<file path="src/rtl/exc_pkg.sv">
// exc_pkg: shared types, defaults and the source-index width helper
// for the exception controller.  Rev 1.0
`default_nettype none

package exc_pkg;

  typedef enum logic [1:0] {
    IDLE    = 2'd0,
    PENDING = 2'd1,
    HANDLER = 2'd2
  } exc_state_t;

  localparam logic [63:0] EXC_VEC_BASE = 64'hD8;
  localparam int          EXC_ST_W     = 4;

  // Width of a source index; never narrower than one bit.
  function automatic int src_w(input int n);
    return (n > 2) ? $clog2(n) : 1;
  endfunction

endpackage

`default_nettype wire

</file>
<file path="src/rtl/exc_prio_enc.sv">
// exc_prio_enc: lowest-index-wins priority encoder over N request lines.
// Rev 1.0
`default_nettype none

module exc_prio_enc
  import exc_pkg::*;
#(
  parameter int N = 4
) (
  input  logic [N-1:0]          req,
  output logic [src_w(N)-1:0]   idx,
  output logic                  any
);

  localparam int W = src_w(N);

  // Scan from the top so the lowest set index is the last one written.
  always_comb begin
    idx = '0;
    for (int i = N - 1; i >= 0; i--) begin
      if (req[i]) idx = W'(i);
    end
  end

  assign any = |req;

endmodule

`default_nettype wire

</file>
<file path="src/rtl/exc_ctrl_n.sv">
// exc_ctrl_n: N-source maskable exception controller with per-source vectors,
// ELR/ESR capture, fetch redirect and ERET return.  Rev 1.0
`default_nettype none

module exc_ctrl_n
  import exc_pkg::*;
#(
  parameter int                N_SRC      = 4,
  parameter int                ADDR_W     = 64,
  parameter int                ST_W       = EXC_ST_W,
  parameter logic [ADDR_W-1:0] VEC_BASE   = ADDR_W'(EXC_VEC_BASE),
  parameter logic [ADDR_W-1:0] VEC_STRIDE = '0,
  localparam int               SRC_W      = src_w(N_SRC)
) (
  input  logic                  clk,
  input  logic                  reset,
  input  logic [N_SRC-1:0]      exc_req,
  input  logic [N_SRC-1:0]      exc_mask,
  input  logic [ST_W-1:0]       estatus,
  input  logic [ADDR_W-1:0]     next_pc_f,
  input  logic [ADDR_W-1:0]     im_addr,
  input  logic                  eret,
  output logic                  eproc,
  output logic [ADDR_W-1:0]     vec_addr,
  output logic                  exc_ack,
  output logic                  ret_valid,
  output logic [ADDR_W-1:0]     elr,
  output logic [SRC_W+ST_W-1:0] esr,
  output logic [N_SRC-1:0]      pending,
  output logic                  in_handler,
  output logic                  eret_err
);

  exc_state_t       state, state_nx;
  logic [SRC_W-1:0] cur_src;
  logic [SRC_W-1:0] winner;
  logic [N_SRC-1:0] elig;
  logic [N_SRC-1:0] clr;
  logic             any_elig;
  logic             capture;

  assign elig = (pending | exc_req) & ~exc_mask;

  exc_prio_enc #(.N(N_SRC)) u_prio (
    .req (elig),
    .idx (winner),
    .any (any_elig)
  );

  // Driven from the registered source index only, so it never glitches.
  assign vec_addr = VEC_BASE + ADDR_W'(cur_src) * VEC_STRIDE;

  assign clr = exc_ack ? (N_SRC'(1) << cur_src) : '0;

  always_comb begin
    state_nx   = state;
    capture    = 1'b0;
    eproc      = 1'b0;
    exc_ack    = 1'b0;
    ret_valid  = 1'b0;
    eret_err   = 1'b0;
    in_handler = 1'b0;
    case (state)
      IDLE: begin
        eret_err = eret;
        if (any_elig) begin
          capture  = 1'b1;
          state_nx = PENDING;
        end
      end
      PENDING: begin
        eproc    = 1'b1;
        eret_err = eret;
        if (im_addr == vec_addr) begin
          exc_ack  = 1'b1;
          state_nx = HANDLER;
        end
      end
      HANDLER: begin
        in_handler = 1'b1;
        if (eret) begin
          ret_valid = 1'b1;
          state_nx  = IDLE;
        end
      end
      default: state_nx = IDLE;
    endcase
    // Reset aborts whatever is in flight without emitting ack or return.
    if (reset) begin
      capture    = 1'b0;
      eproc      = 1'b0;
      exc_ack    = 1'b0;
      ret_valid  = 1'b0;
      eret_err   = 1'b0;
      in_handler = 1'b0;
    end
  end

  always_ff @(posedge clk) begin
    if (reset) begin
      state   <= IDLE;
      pending <= '0;
      elr     <= '0;
      esr     <= '0;
      cur_src <= '0;
    end else begin
      state   <= state_nx;
      pending <= (pending & ~clr) | exc_req;
      if (capture) begin
        elr     <= next_pc_f;
        esr     <= {winner, estatus};
        cur_src <= winner;
      end
    end
  end

endmodule

`default_nettype wire

</file>
<file path="config.mk">
export PLATFORM = sky130hd
export DESIGN_NAME = exc_ctrl_n
export DESIGN_NICKNAME = d
export VERILOG_FILES = /design/src/rtl/exc_pkg.sv /design/src/rtl/exc_prio_enc.sv /design/src/rtl/exc_ctrl_n.sv
export SDC_FILE = /design/constraint.sdc
export NUM_CORES = 1
export LEC_CHECK = 0
export CORE_MARGIN = 5
export CORE_UTILIZATION = 31
export CTS_BUF_LIST = sky130_fd_sc_hd__clkbuf_8
export DETAILED_ROUTE_END_ITERATION = 6
export PLACE_DENSITY_LB_ADDON = 0.05
export SYNTH_ARGS = -nofsm -noshare
export SYNTH_HDL_FRONTEND = slang
export SYNTH_SLANG_ARGS = --single-unit
</file>
<file path="constraint.sdc">
create_clock -name clk -period 1.4 [get_ports clk]
set_clock_uncertainty 0.05 [all_clocks]
set_input_delay 0.28 -clock clk [delete_from_list [all_inputs] [get_ports clk]]
set_output_delay 0.28 -clock clk [all_outputs]
set_load 0.01 [all_outputs]
</file>
==> metrics.md <==
| Metric | Value |
|---|---|
| Status | finished with violations |
| Reg2reg setup slack | -0.20 ns |
| Fmax | 546.8 MHz |
| Area grow syn2layout | 123.2% |
| Final number of setup-violating endpoints | 78 |
| Share of layout cells above drive strength 1 | 53.15% |
| Final hold violation count | 0 |
| First DRT Iteration DRCs | 121 |
| Yosys warnings | 0 |
| Critical Path Start Type | input pin |
| Final HPWL DP | 9.930 mm |
| Largest cells by area after synthesis | dfxtp_1, nand2_1, buf_4 |
| Dpl cells | around 830 |
| Pwr dens | 743.2 nW/µm² |
| Remaining DRCs | 0 |
| Syn Area/Cell | about 7.9 µm² |
| RR Endpoint | elr[56] |
| Fillers | between 800 and 900 |
| Crit share post-route | 130.6% |
| Hold_ws | roughly 0.34 ns |
| Post-synth cell types | 27 |
| Antenna Cells | 0 |
| Clock latency on the worst-skew pair | 0.34 ns |
| TritonCTS buffer count | 9 |
| IO Port Bufs | approximately 220 |
| Clk buf depth | 2 |
| Violated checks | setup timing |
| Pleak | around 3.5 nW |
| Delay-heaviest family, CP | simple AND/OR/NAND/NOR gates |
| Slew of the pin with the lowest slew margin | ~0.73 ns |
| GRT Overall Usage | 21.71% |
| Tmin final | between 1.5 and 2 ns |
| Reg area | approximately 1500 µm² |
| Initial antenna violation count | 0 |
| CP arrival | roughly 1.5 ns |
| Hold_buf cts | 0 |
| Bufs and invs on worst path | 2 |
| Worst path cell trace | buf_6 -> nor4_4 -> nand4_1 -> nor4_2 -> and2_4 -> buf_6 |
| Combinational share of power | 33.6% |
| Slew Viols, Final | 0 |
| Vias per cell | about 4.6 |
| FF-to-FF Start | state[0] |
| Setup CP Type | in -> out |
| Post-Syn Instances | 449 |
| Crit end category | primary output |
| Clock tree sinks | 76 |
| Switching share of power | 32.20% |
| Pre-Repair DR Iteration Count | 4 |
| H-Tree Depth | 3 |
| Post-route insts no fill | 888 |
| Multi-input gate area | 2933 µm² |
| GPL Wtd Cong | roughly 0.8 |
| Largest fanout on the critical path | 2 |
| Register area share after synthesis | 43.09% |
| Max_cap viols | 0 |
| Clk pwr share | about a quarter |
| Critical Path RT | ~1.1 ns |
| Wire per inst | about 18 µm |
| Flop pwr share | 41.0% |
| Worst stage delay on the critical path | 0.34 ns |
| Clk root buf | clkbuf_8 |
| Cell mode on critical path | buf_6 |
| TNS Setup | -11.50 ns |
| Initial Util | a little under a third |
| Yosys reg bits | 76 |
| Slew margin rel. | between 50% and 60% |
| CTS tree | done |
| Internal | roughly 0.0040 W |
| Final ANT Viol Nets | 0 |
| Hold Crit Depth | 5 |
| Maximum vdd drop | between 0.0005 and 0.0006 V |
| HP Class | in -> reg |
| First-pass GRT wire length | 22.91 mm |
| Number of global-route vias before repair | roughly 4300 |
| Worst-path clk slew | about 0.080 ns |
| Largest net degree at the start of global routing | 43 |
| Number of cells on the worst reg-to-reg path | 9 |
| Worst setup margin | -0.4288 ns |
| Post-synth top area share | 43.09% |
| Slowest cell on the critical path | nor4_2 |
| Core area | approximately 11000 µm² |
| RSZ-0062 raised after global routing | true |
| # rows | 39 |
| Area of the mapped netlist | 3531 µm² |
| Die width | 116.7 µm |
| Psw | between 0.0015 and 0.002 W |
| Die footprint | approximately 14000 µm² |
| Total gr overflow | 0 |
| Post-synth top area cell | dfxtp_1 |
| Final net count | 883 |
| Die height | 116.7 µm |
| # IOs | between 200 and 300 |
| DR vias | about 4100 |
| Hold wc startpoint | reset |
| Hold endpoint | state[0] |
| Drt total wl | roughly 16 mm |
-- placed cells by master (no fill, tap or decap), types with 11 or more instances in the layout --
master,netlist,final
dfxtp_1,76,63
buf_12,0,17
a21oi_2,0,68
nor4_4,2,11
conb_1,2,64
buf_6,2,29
buf_4,66,44
dfxtp_2,0,11
nor4_2,1,11
clkbuf_2,0,14
buf_2,12,28
nand2_1,141,30
dlygate4sd2_1,0,59
nand2_4,0,82
nand2_2,0,28
clkdlybuf4s15_1,0,31
clkdlybuf4s50_1,0,69
-- synth_stat cells --
cell and instances:
nor3_1 2, o2111ai_2 1, and2_1 5, nand2_1 141, o21bai_2 3, nand3b_1 1, conb_1 2, and2_2 1
o21ai_0 3, buf_4 66, nand3_1 1, nand4_1 8, clkbuf_8 1, nor3b_1 3, buf_2 12, and4b_1 1
nor4b_1 1, nor2_1 9, nor4bb_1 2, clkbuf_1 7, a211oi_1 5, nor4_4 2, dfxtp_1 76, nor4_1 21
buf_6 2, a21oi_1 72, nor4_2 1
-- through the flow --
step | utilization, % | setup WS [ns] | cell area (µm²) | total power [W]
floorplan | - | -0.1357 | 3776 | 0.002979
global placement | 53.01 | -1.212 | 5976 | 0.003710
detailed placement | 53.01 | -1.260 | 5976 | 0.003723
CTS | 67.68 | -0.3825 | 7629 | 0.005796
global route | 69.91 | -0.4579 | 7880 | 0.006134
finish | 69.91 | -0.4288 | 7880 | 0.005857
-- power groups by stage --
stage / Clock (W) / Combinational (W) / Sequential [W]
3_3_place_gp: 0 / 0.00132 / 0.00239
3_5_place_dp: 0 / 0.00132 / 0.00240
4_1_cts: 0.00152 / 0.00189 / 0.00238
2_1_floorplan: 0 / 0.000520 / 0.00246
6_report: 0.00149 / 0.00197 / 0.00240
5_1_grt: 0.00163 / 0.00209 / 0.00242
-- area by class of cell --
cell class / count / share of cell area [%]
Clock buffer: 9 / 1.572
Clock inverter: 7 / 0.5716
Multi-Input combinational cell: 347 / 37.22
Sequential cell: 76 / 19.58
Tap cell: 143 / 2.271
Timing Repair Buffer: 306 / 38.79
-- worst max-delay path by stage --
stage                            from       to  slack (ns)  depth (start not counted)
after floorplan           im_addr[54]  exc_ack       -0.14                          4
after global placement     im_addr[4]  exc_ack       -1.21                          6
after detailed placement   im_addr[4]  exc_ack       -1.26                          6
after CTS                 im_addr[38]  exc_ack       -0.38                          6
after global routing      im_addr[55]  exc_ack       -0.46                          6
final                     im_addr[55]  exc_ack       -0.43                          6
-- sequential cells by signal (all words and copies together), names as in the netlist --
register and flops:
esr 6, elr 64, state 2, pending 4
-- worst reg2reg max path, stage by stage, from the launching register on --
cell and delay [ns]:
dfxtp_4 0.37, buf_6 0.12, nor3_4 0.21, buf_6 0.14, nand2_8 0.05, buf_12 0.13
buf_8 0.12, buf_12 0.15, nand2_4 0.06, a21oi_2 0.04
-- kinds of logic after synthesis --
family | after synthesis | synth area share [%]
AO/OA/AOI/OAI | 84 | 13.08
AND/OR/NAND/NOR | 199 | 26.12
flip-flops | 76 | 43.09
other | 2 | 0.2127
buffers and inverters | 88 | 17.51
-- timing repair --
| item | 4_1_cts | 5_1_grt |
|---|---|---|
| cloned | 18 | 0 |
| endpoints found under the setup margin | 154 | 99 |
| setup buffers | 43 | 10 |
| endpoints found under the hold margin | 0 | 0 |
| resized for setup | 549 | 198 |
| pin swaps | 153 | 94 |
-- routing by layer --
layer / track usage [%] / wire [µm] / part of all wire [%] / vias to the layer above
li1: - / - / - / 1975
met1: 25.76 / 6105 / 38 / 1939
met2: 38.00 / 8338 / 52 / 169
met3: 6.114 / 1266 / 7.9 / 24
met4: 6.575 / 335 / 2.1 / 0
met5: 0 / 0 / 0 / -
No activity file was read; power rests on OpenSTA's default activity.
